File: src/rtl/calc_pkg.sv
// Shared types and constants for the calculator sequencing controller.
package calc_pkg;

  typedef enum logic [1:0] {
    ST_NUM1   = 2'd0,
    ST_OP     = 2'd1,
    ST_NUM2   = 2'd2,
    ST_RESULT = 2'd3
  } state_t;

  localparam logic [1:0] OP_ADD = 2'b01;
  localparam logic [1:0] OP_SUB = 2'b10;

  localparam logic [3:0] KEY_ADD_DEF = 4'hA;
  localparam logic [3:0] KEY_SUB_DEF = 4'hB;
  localparam logic [3:0] KEY_EQ_DEF  = 4'hC;
  localparam logic [3:0] KEY_CLR_DEF = 4'hD;

  localparam int MAX_DIGITS_DEF = 4;
  localparam int CNT_W          = 3;

  function automatic logic is_digit(input logic [3:0] code);
    return code <= 4'd9;
  endfunction

endpackage

File: src/rtl/bcd_entry_reg.sv
// 16-bit BCD operand register: digits shift in from the right, counted up to MAX_DIGITS.
module bcd_entry_reg
  import calc_pkg::*;
#(
  parameter int MAX_DIGITS = MAX_DIGITS_DEF
) (
  input  logic        clk,
  input  logic        rst_n,
  input  logic        clear_i,
  input  logic        load_digit_i,
  input  logic [3:0]  digit_i,
  input  logic        load_value_i,
  input  logic [15:0] value_i,
  output logic [15:0] value_o
);

  logic [15:0]      value_q, value_d, base_value;
  logic [CNT_W-1:0] cnt_q, cnt_d, base_cnt;

  // clear together with load_digit starts a fresh operand holding one digit
  always_comb begin
    base_value = clear_i ? 16'h0000 : value_q;
    base_cnt   = clear_i ? '0 : cnt_q;
    value_d    = base_value;
    cnt_d      = base_cnt;
    if (load_value_i) begin
      value_d = value_i;
      cnt_d   = '0;
    end else if (load_digit_i && (base_cnt < CNT_W'(MAX_DIGITS))) begin
      value_d = {base_value[11:0], digit_i};
      cnt_d   = base_cnt + CNT_W'(1);
    end
  end

  always_ff @(posedge clk) begin
    if (!rst_n) begin
      value_q <= 16'h0000;
      cnt_q   <= '0;
    end else begin
      value_q <= value_d;
      cnt_q   <= cnt_d;
    end
  end

  assign value_o = value_q;

endmodule

File: src/rtl/calc_ctrl.sv
// Key-driven sequencer for the BCD add/subtract ALU and display mux.
// Optional: CALC_CHAIN_RESULT_EN lets +/- after '=' reuse the result as operand 1.
module calc_ctrl
  import calc_pkg::*;
#(
  parameter int         MAX_DIGITS = MAX_DIGITS_DEF,
  parameter logic [3:0] KEY_ADD    = KEY_ADD_DEF,
  parameter logic [3:0] KEY_SUB    = KEY_SUB_DEF,
  parameter logic [3:0] KEY_EQ     = KEY_EQ_DEF,
  parameter logic [3:0] KEY_CLR    = KEY_CLR_DEF
) (
  input  logic        clk,
  input  logic        rst_n,
  input  logic        key_valid,
  input  logic [3:0]  key_code,
  input  logic [15:0] alu_result,
  output logic [15:0] num1_bcd,
  output logic [15:0] num2_bcd,
  output logic [1:0]  operacion,
  output logic [15:0] disp_bcd,
  output logic [1:0]  estado
);

  state_t      state_q, state_d;
  logic [1:0]  op_q, op_d;
  logic [15:0] res_q, res_value;
  logic        res_load, res_clear, op_load;
  logic        n1_clear, n1_digit, n1_load;
  logic        n2_clear, n2_digit;
  logic [15:0] n1_value;
  logic        key_dig, key_op, key_eq, key_clr;

  assign key_dig = key_valid && is_digit(key_code);
  assign key_op  = key_valid && ((key_code == KEY_ADD) || (key_code == KEY_SUB));
  assign key_eq  = key_valid && (key_code == KEY_EQ);
  assign key_clr = key_valid && (key_code == KEY_CLR);

  always_ff @(posedge clk) begin
    if (!rst_n) state_q <= ST_NUM1;
    else        state_q <= state_d;
  end

  always_comb begin
    state_d = state_q;
    if (key_clr) begin
      state_d = ST_NUM1;
    end else begin
      case (state_q)
        ST_NUM1:   if (key_op) state_d = ST_OP;
        ST_OP: begin
          if (key_dig)     state_d = ST_NUM2;
          else if (key_eq) state_d = ST_RESULT;
        end
        ST_NUM2: begin
          if (key_eq)      state_d = ST_RESULT;
          else if (key_op) state_d = ST_OP;
        end
        ST_RESULT: begin
          if (key_dig) state_d = ST_NUM1;
`ifdef CALC_CHAIN_RESULT_EN
          else if (key_op) state_d = ST_OP;
`endif
        end
        default:   state_d = ST_NUM1;
      endcase
    end
  end

  always_comb begin
    n1_clear  = 1'b0;
    n1_digit  = 1'b0;
    n1_load   = 1'b0;
    n1_value  = alu_result;
    n2_clear  = 1'b0;
    n2_digit  = 1'b0;
    op_load   = 1'b0;
    op_d      = (key_code == KEY_SUB) ? OP_SUB : OP_ADD;
    res_load  = 1'b0;
    res_clear = 1'b0;
    res_value = alu_result;
    if (key_clr) begin
      n1_clear  = 1'b1;
      n2_clear  = 1'b1;
      op_load   = 1'b1;
      op_d      = OP_ADD;
      res_clear = 1'b1;
    end else begin
      case (state_q)
        ST_NUM1: begin
          n1_digit = key_dig;
          op_load  = key_op;
        end
        ST_OP: begin
          n2_clear  = key_dig;
          n2_digit  = key_dig;
          op_load   = key_op;
          res_load  = key_eq;
          res_value = num1_bcd;
        end
        ST_NUM2: begin
          n2_digit = key_dig;
          res_load = key_eq;
          n1_load  = key_op;
          n2_clear = key_op;
          op_load  = key_op;
        end
        ST_RESULT: begin
          n1_clear = key_dig;
          n1_digit = key_dig;
          n2_clear = key_dig;
`ifdef CALC_CHAIN_RESULT_EN
          if (key_op) begin
            n1_load  = 1'b1;
            n1_value = res_q;
            n2_clear = 1'b1;
            op_load  = 1'b1;
          end
`endif
        end
        default: ;
      endcase
    end
  end

  always_ff @(posedge clk) begin
    if (!rst_n) begin
      res_q <= 16'h0000;
      op_q  <= OP_ADD;
    end else begin
      if (res_clear)     res_q <= 16'h0000;
      else if (res_load) res_q <= res_value;
      if (op_load) op_q <= op_d;
    end
  end

  bcd_entry_reg #(.MAX_DIGITS(MAX_DIGITS)) u_num1 (
    .clk          (clk),
    .rst_n        (rst_n),
    .clear_i      (n1_clear),
    .load_digit_i (n1_digit),
    .digit_i      (key_code),
    .load_value_i (n1_load),
    .value_i      (n1_value),
    .value_o      (num1_bcd)
  );

  bcd_entry_reg #(.MAX_DIGITS(MAX_DIGITS)) u_num2 (
    .clk          (clk),
    .rst_n        (rst_n),
    .clear_i      (n2_clear),
    .load_digit_i (n2_digit),
    .digit_i      (key_code),
    .load_value_i (1'b0),
    .value_i      (16'h0000),
    .value_o      (num2_bcd)
  );

  always_comb begin
    case (state_q)
      ST_NUM2:   disp_bcd = num2_bcd;
      ST_RESULT: disp_bcd = res_q;
      default:   disp_bcd = num1_bcd;
    endcase
  end

  assign operacion = op_q;
  assign estado    = state_q;

endmodule
File: config.mk
export PLATFORM = sky130hd
export DESIGN_NAME = calc_ctrl
export DESIGN_NICKNAME = d
export VERILOG_FILES = /design/src/rtl/calc_pkg.sv /design/src/rtl/bcd_entry_reg.sv /design/src/rtl/calc_ctrl.sv
export SDC_FILE = /design/constraint.sdc
export NUM_CORES = 1
export LEC_CHECK = 0
export CAP_MARGIN = 20
export CELL_PAD_IN_SITES_DETAIL_PLACEMENT = 1
export CELL_PAD_IN_SITES_GLOBAL_PLACEMENT = 2
export CORE_ASPECT_RATIO = 1.25
export CORE_UTILIZATION = 31
export CTS_CLUSTER_SIZE = 14
export DETAILED_ROUTE_END_ITERATION = 10
export PLACE_DENSITY_LB_ADDON = 0.3
export SYNTH_ARGS = -nofsm -noshare
export SYNTH_HDL_FRONTEND = slang
export SYNTH_SLANG_ARGS = --single-unit
export TNS_END_PERCENT = 10
File: constraint.sdc
create_clock -name clk -period 4.6 [get_ports clk]
set_input_delay 0.92 -clock clk [delete_from_list [all_inputs] [get_ports clk]]
set_output_delay 0.92 -clock clk [all_outputs]
set_load 0.02 [all_outputs]
Word level (Yosys, flattened, before mapping)
Index checks and enable logic that the tools add are counted.

storage, ports and cells
  bits in registers = 58
  input port bits = 23
  word-level logic and storage cells = 77
  output and inout port bits = 52

cells by class
  order comparisons = 3
  add/subtract/negate cells = 2
  multiplexer cells = 35
  bitwise operators = 1
  reduce and logical (&&, ||, !) cells = 18
  equal/unequal tests = 9

operators with widths
  cell                                                 count
  two-way mux 16 bit                                   7
  case mux 16 bit (2 select lines)                     1
  equality test 4 bit, second input constant           4
  two-way mux 1 bit                                    14
  two-way mux 2 bit                                    7
  two-way mux 3 bit                                    4
  OR reduction 2 bit                                   6
  case mux 2 bit (4 select lines)                      1
  adder 3 x 1 -> 3 bit, second input constant          2
  logical AND 1 bit                                    6
  < comparator 3 bit, second input constant            2
  equality test 2 bit, second input constant           2
  <= comparator 4 bit, second input constant           1
  != test 3 bit, second input constant                 1
  nonzero test 3 bit                                   1
  OR reduction 3 bit                                   1
  equality test 2 x 1 -> 1 bit, second input constant  1
  logical NOT 2 bit                                    1
  != test 2 bit, second input constant                 1
  case mux 1 bit (2 select lines)                      1
  AND reduction 2 bit                                  1
  nonzero test 2 bit                                   1
  logical OR 1 bit                                     1
  NOT 1 bit                                            1

Depth between registers and ports, before layout
Gate-level depths: netlist of run 1.

  word-level depth = 9
  mapped depth = 9

By module
Synthesis of run 1 repeated with hierarchy kept, for this count alone.

unflattened totals
  cells, all modules = 393
  area, all modules = 3430.8 um^2

modules (own cells, without submodules)
  module         times used  cells each  area an instance (um^2)
  bcd_entry_reg  2           109         998.5
  calc_ctrl      1           175         1433.9

Worst setup path before layout of run 1
No wires, ideal clock.

  path type = register -> output
  start point = register state_q[0], in the netlist estado[0]
  end point = output disp_bcd[0]
  path slack = 1.980 ns
  data arrival time = 1.700 ns
  stages on the path, launching flop included = 7
  data required time = 3.680 ns
  cell sequence = dfxtp_1 ha_1 clkbuf_1 nor2_1 clkbuf_1 nand2_1 nand2_1

on the way
  cells in the longest elaborated chain, start to end = 2
  elaborated cells between the ends (all ways) = 3

ends and longest elaborated chain
  element                               RTL line          text
  start: declaration                    calc_ctrl.sv:24   state_t state_q, state_d;
  start signal: assignment              calc_ctrl.sv:40   else state_q <= state_d;
  equality test 2 bit                   calc_ctrl.sv:159  case (state_q)
  case mux 16 bit (2 select lines) (*)  calc_ctrl.sv:159
  end: declaration                      calc_ctrl.sv:20   output logic [15:0] disp_bcd,

Mark *: on every way between the ends. The rest lies on a longest branch, timed or not.

Worst setup path after layout of run 1
Ends and elaborated chain as after synthesis.

==> flow_summary_export.csv, run 1 <==
group,metric,value,unit
status,outcome,"finished clean",
timing,finalHoldViolCount,0,
timing,skew,0.00525,ns
yosys,synth-seq-cells,58,
routing,drtIter0Drc,139,
clocking,cts_hold_buf,0,
timing,worst_slew_pin_slew,0.969,ns
layout,drive_above_1_share,6.94,%
layout,n_antenna_cell,0,
yosys,synth_compound_area_share,21.3,%
clocking,clk_pin_slew,0.05,ns
placed_design,dp.final_hpwl,7900,um
yosys,async_reset_ff_share,0,%
setup_path,crit_chain,"inv_1 > ha_1 > nor2_1 > nand2_1 > nand2_1 > clkdlybuf4s50_1",
clocking,post_cts_resized,0,
routing,final_antenna_net_count,0,
layout,nets,456,
timing,min_period_over_period,78.8,%
yosys,synthXorXnorAreaFrac,0.575,%
clocking,clk-insertion-delay-late,0.33,ns
die,rows,40,
setup_path,critPathMostFrequentCell,"nand2_1",
timing,finalCriticalPeriod,3.63,ns
clocking,postCtsSetupBuffers,0,
clocking,h-tree-depth,3,
yosys,synth-simple-area-share,20.7,%
power_and_ir_drop,pwr_density_cell,332,nW/um^2
routing,wirelength,10600,um
power_and_ir_drop,ir_worst_vdd,0.000160,V
setup_path,crit_arrival,2.71,ns
placed_design,gp_congestion,0.872,
yosys,synth_area_leaders,"dfxtp_1, mux2i_1, nand2_1",
clocking,clkSinkCount,58,
timing,final.setup.tns,0,ns
routing,drc,0,
routing,routed_via_density,5.27,
grt,grt_pass1_vias,3091,
clocking,cts_buffer_depth,2,
yosys,syn_avg_cell_area,8.49,sq um
die,die_w,90.7,um
setup_path,max_stage_delay,0.73,ns
timing,maxSlewHeadroom,35.2,%
setup_path,cp_max_fo,16,
grt,antenna_found_initial,0,
timing,setup_viol,0,
die,ios,75,
hold_path,min_path_type,"register to register",
yosys,postSynthCellCount,359,
routing,dr.pass1.iters,6,
layout,fin_area,4190,sq um
grt,gr-total-overflow,0,
yosys,synth-edff-count,0,
grt,grt_usage,21.8,%
yosys,synth_top_area_cell,"dfxtp_1",
yosys,synth_top_family_by_area,"compound AO/OA/AOI/OAI gates",
yosys,synth-main-ff-cell,"dfxtp_1",
die,fp.dieH,113,um
yosys,ys_types,43,
yosys,yosys.area.top_type_share,38.1,%
placed_design,port_buffers,74,
layout,fill_cells,1134,
setup_path,slowest_stage,"nor2_1",
timing,slew_viol_final,0,
die,start_util,31.9,%
yosys,seq_area_frac_synth,38.1,%
routing,routed-via-count,2942,
yosys,yosys.area_share.adder,2.46,%
clocking,tritoncts,"done",
setup_path,path_class,"register to primary output",
yosys,synth.mux.area_fraction,12.2,%
setup_path,end_kind,"primary output",
power_and_ir_drop,leakage,1.65,nW
run,max-cap-violations,0,
yosys,syn_nets,388,
timing,fmax,276,MHz
yosys,synth_area,3050,sq um
yosys,yosysWarningCount,0,
timing,rsz0062_at_grt,"no",
placed_design,dpl_cell_area,3870,sq um
clocking,cts_root_buf,"clkbuf_16",
setup_path,required,3.68,ns
clocking,cts_inserted_buffers,9,
layout,synthToLayoutAreaGrowth,37.6,%
setup_path,startpoint_type,"register",
die,die_area,10200,sq um
routing,wl_per_cell,19.1,um
grt,grt_pass1_wl,17100,um
grt,grt_max_degree,33,
die,coreArea,9560,sq um
==> logic make-up (layout without fill, tap and decap cells) <==
family / after synthesis / in the layout
AO/OA/AOI/OAI: 101 / 101
XOR/XNOR: 2 / 2
adder cells (fa/ha/maj): 6 / 6
buffers and inverters: 29 / 102
flip-flops: 58 / 58
multiplexers: 37 / 37
AND/OR/NAND/NOR: 126 / 126
==> final timing paths <==
check	to	start	slack, ns	cells past startpoint
worst min register to register	operacion[1]$_SDFFE_PN0P_	operacion[1]$_SDFFE_PN0P_	0.49	2
worst min-delay path	operacion[1]$_SDFFE_PN0P_	operacion[1]$_SDFFE_PN0P_	0.49	2
worst max-delay path	disp_bcd[0]	estado[0]$_SDFFE_PP0P_	0.97	6
worst max register to register	u_num1.value_o[10]$_SDFF_PN0_	estado[0]$_SDFFE_PP0P_	2.07	7
==> state kept, by name, summed over array words and instances, names as in the netlist <==
register and count:
res_q 16, u_num1.value_o 16, u_num2.value_o 16, u_num1.cnt_q 3, u_num2.cnt_q 3, estado 2, operacion 2
==> critical path: cells and delay by family, from the launching register on <==
family,cells,cell delay [ns]
buf+inv,2,0.71
flops,1,0.41
fa+ha+maj,1,0.22
simple gates,3,1.03
==> synth_stat cells, types with 3 or more instances <==
master / n
a21boi_0: 4
a21oi_1: 22
a22oi_1: 18
a2bb2oi_1: 4
a32oi_1: 6
and2_1: 16
buf_2: 5
buf_4: 3
clkbuf_1: 10
dfxtp_1: 58
ha_1: 6
inv_1: 8
mux2i_1: 37
nand2_1: 58
nand2b_1: 5
nand3b_1: 4
nor2_1: 25
nor3b_2: 3
o21ai_0: 34
o21ai_1: 4
==> stage by stage <==
stage / cells / util [%] / hold WS (ns) / worst slack, ns / total power, mW
floorplan: 359 / - / 0.467 / 1.98 / 0.613
global route: 558 / 43.9 / 0.529 / 0.748 / 1.44
CTS: 558 / 43.9 / 0.491 / 0.920 / 1.41
detailed placement: 542 / 40.5 / 0.480 / 1.25 / 0.686
finish: 558 / 43.9 / 0.486 / 0.975 / 1.39
global placement: 542 / 40.5 / 0.465 / 1.35 / 0.685
==> layout make-up <==
cell class	instances	area [sq um]	area share (%)
multi-input cells	272	1750	41.8
well taps	126	158	3.76
clock inverters	5	77.6	1.85
clock buffers	11	243	5.79
flip-flops and latches	58	1160	27.7
inverters	8	30.0	0.716
repair buffers	78	771	18.4
==> where the power goes <==
group / total [mW] / internal (mW) / switching [mW]
Combinational: 0.151 / 0.0687 / 0.0827
Sequential: 0.524 / 0.512 / 0.0118
Clock: 0.717 / 0.486 / 0.231
==> per-layer routing <==
layer | track usage [%] | part of all wire [%] | up-vias
met3 | 3.16 | 3.1 | 12
met5 | 0 | 0 | -
met2 | 40.6 | 54 | 74
met4 | 8.49 | 1.4 | 0
met1 | 24.8 | 41 | 1435
li1 | - | - | 1421
==> cell usage in the layout, fill, tap and decap left out, types with 5 or more instances in the layout <==
cell | synthesis | final
a21oi_1 | 22 | 22
inv_1 | 8 | 8
a32oi_1 | 6 | 6
nand2b_1 | 5 | 5
and2_1 | 16 | 16
nor2_1 | 25 | 25
ha_1 | 6 | 6
clkbuf_16 | 0 | 9
o21ai_0 | 34 | 34
mux2i_1 | 37 | 37
a22oi_1 | 18 | 18
clkdlybuf4s50_1 | 0 | 74
nand2_1 | 58 | 58
dfxtp_1 | 58 | 58
No activity file was read; power rests on OpenSTA's default activity.
==> inputs of run 2 (changes only) <==
--- a/config.mk
+++ b/config.mk
@@ -9,7 +9,7 @@
 export CELL_PAD_IN_SITES_DETAIL_PLACEMENT = 1
 export CELL_PAD_IN_SITES_GLOBAL_PLACEMENT = 2
 export CORE_ASPECT_RATIO = 1.25
-export CORE_UTILIZATION = 31
+export CORE_UTILIZATION = 29
 export CTS_CLUSTER_SIZE = 14
 export DETAILED_ROUTE_END_ITERATION = 10
 export PLACE_DENSITY_LB_ADDON = 0.3
==> constraint.sdc (replaced) <==
create_clock -name clk -period 3.8 [get_ports clk]
set_input_delay 0.76 -clock clk [delete_from_list [all_inputs] [get_ports clk]]
set_output_delay 0.76 -clock clk [all_outputs]
set_load 0.02 [all_outputs]
==> run 2 against run 1 <==
Compared with the run above:
- total power is 13% higher
- flip-flop and latch count did not move
- combinational power grew 22%
- critical path depth up 1
- critical path type unchanged
- critical endpoint is now disp_bcd[3]
- largest cell class unchanged
==> flow_summary_export.csv, run 2 (synthesized netlist as in run 1, its figures left out) <==
group,metric,value,unit
hold_path,worstHoldEndpoint,"operacion[1]$_SDFFE_PN0P_",
clocking,cts_root_buf,"clkbuf_16",
routing,drtIter0Drc,119,
clocking,h-tree-depth,3,
routing,final_antenna_net_count,0,
setup_path,rrSetupSlack,1.35,ns
grt,grt_pass1_vias,3030,
setup_path,rr_startpoint,"estado[0]$_SDFFE_PP0P_",
placed_design,gp_congestion,0.828,
clocking,tritoncts,"done",
routing,dr.pass1.iters,4,
setup_path,startpoint_type,"register",
setup_path,r2r_cells,7,
timing,worst_slew_pin_slew,0.807,ns
grt,grt_max_degree,33,
clocking,cts_buffer_depth,2,
timing,rsz0062_at_grt,"no",
layout,n_antenna_cell,0,
die,die_w,93.7,um
timing,min_period_over_period,80.9,%
die,rows,41,
setup_path,critPathTopFamily,"buffers and inverters",
layout,synthToLayoutAreaGrowth,37.0,%
die,die_area,10900,sq um
setup_path,end_kind,"primary output",
grt,grt_usage,20.6,%
timing,slew_viol_final,0,
routing,wl_per_cell,19.2,um
setup_path,slowest_stage,"clkdlybuf4s50_1",
die,start_util,30.0,%
die,coreArea,10200,sq um
clocking,clk-insertion-delay-late,0.33,ns
timing,finalHoldViolCount,0,
clocking,postCtsSetupBuffers,0,
placed_design,dp.final_hpwl,7980,um
setup_path,max_stage_delay,0.61,ns
timing,fmax,325,MHz
setup_path,critPathMostFrequentCell,"nand2_1",
timing,maxSlewHeadroom,46.2,%
setup_path,r2r-end,"u_num1.value_o[11]$_SDFF_PN0_",
grt,grt_pass1_wl,16800,um
setup_path,required,3.04,ns
timing,setup_viol,0,
grt,antenna_found_initial,0,
hold_path,hold_start,"operacion[1]$_SDFFE_PN0P_",
grt,gr-total-overflow,0,
hold_path,hold_depth,2,
clocking,cts_inserted_buffers,9,
status,outcome,"finished clean",
hold_path,min_path_type,"register to register",
placed_design,dpl_cell_area,3880,sq um
layout,drive_above_1_share,7.60,%
timing,final.setup.tns,0,ns
routing,routed_via_density,5.29,
power_and_ir_drop,pwr_density_cell,378,nW/um^2
routing,routed-via-count,2979,
timing,finalCriticalPeriod,3.07,ns
placed_design,port_buffers,74,
timing,skew,0.00593,ns
setup_path,cp_max_fo,13,
run,max-cap-violations,0,
clocking,cts_hold_buf,0,
routing,wirelength,10800,um
setup_path,worst-path-buf-inv,3,
clocking,post_cts_resized,0,
die,ios,75,
die,fp.dieH,117,um
clocking,clk_pin_slew,0.06,ns
layout,final_cell_mix,"clkdlybuf4s50_1, nand2_1, dfxtp_1, mux2i_1, o21ai_0",
layout,fin_area,4180,sq um
layout,nets,458,
power_and_ir_drop,leakage,1.64,nW
setup_path,crit_chain,"inv_1 > ha_1 > nor2_1 > buf_6 > nand2_1 > nand2_1 > clkdlybuf4s50_1",
power_and_ir_drop,ir_worst_vdd,0.000176,V
clocking,clkSinkCount,58,
routing,drc,0,
layout,final_common_cell,"clkdlybuf4s50_1",
setup_path,crit_arrival,2.31,ns
setup_path,path_class,"register to primary output",
## run 2: cell types whose count changed in the layout (fill, tap and decap cells not counted)
cell	delta
buf_4	+1
buf_6	+1
bufinv_16	-2
clkbuf_1	-1
clkinvlp_4	+2
inv_6	+1
## run 2: where the power goes
part | switching, mW | internal [mW]
Clock | 0.303 | 0.458
Sequential | 0.0151 | 0.620
Combinational | 0.100 | 0.0840
Total | 0.418 | 1.16
## run 2: cell type report
type	instances	area, sq um
tap	129	161
inverter	8	30.0
multi-input combinational	272	1750
fill	1191	5980
clock inverter	6	41.3
timing repair buffer	80	790
clock buffer	10	239
sequential	58	1160
## run 2: tightest hold or removal path, cell delays in order (launching register included)
cell and delay [ns]:
dfxtp_1 0.31, o21ai_0 0.07, a21oi_1 0.06
## run 2: worst max path at each step
stage	startpoint	endpoint	slack, ns	depth (start not counted)
after floorplan	estado[0]$_SDFFE_PP0P_	disp_bcd[0]	1.34	6
after global placement	estado[0]$_SDFFE_PP0P_	disp_bcd[0]	0.69	6
after detailed placement	estado[0]$_SDFFE_PP0P_	disp_bcd[0]	0.56	6
after CTS	estado[0]$_SDFFE_PP0P_	disp_bcd[0]	0.22	6
after global routing	estado[0]$_SDFFE_PP0P_	disp_bcd[7]	0.62	7
final	estado[0]$_SDFFE_PP0P_	disp_bcd[3]	0.73	7
## run 2: routing by layer
layer / share of wire [%] / GRT usage, %
met1: 43 / 24.2
met4: 1.5 / 7.59
met2: 51 / 36.4
met3: 4.7 / 4.43
met5: 0 / 0
## run 2: per-stage QoR
stage	hold slack [ns]	utilization, %	setup slack, ns	cells	power (mW)
6_report	0.492	41.1	0.728	563	1.58
5_1_grt	0.512	41.1	0.624	563	1.64
4_1_cts	0.493	41.0	0.218	562	1.59
3_5_place_dp	0.479	38.2	0.561	546	0.832
3_3_place_gp	0.477	38.2	0.692	546	0.831
2_1_floorplan	0.467	-	1.34	359	0.742
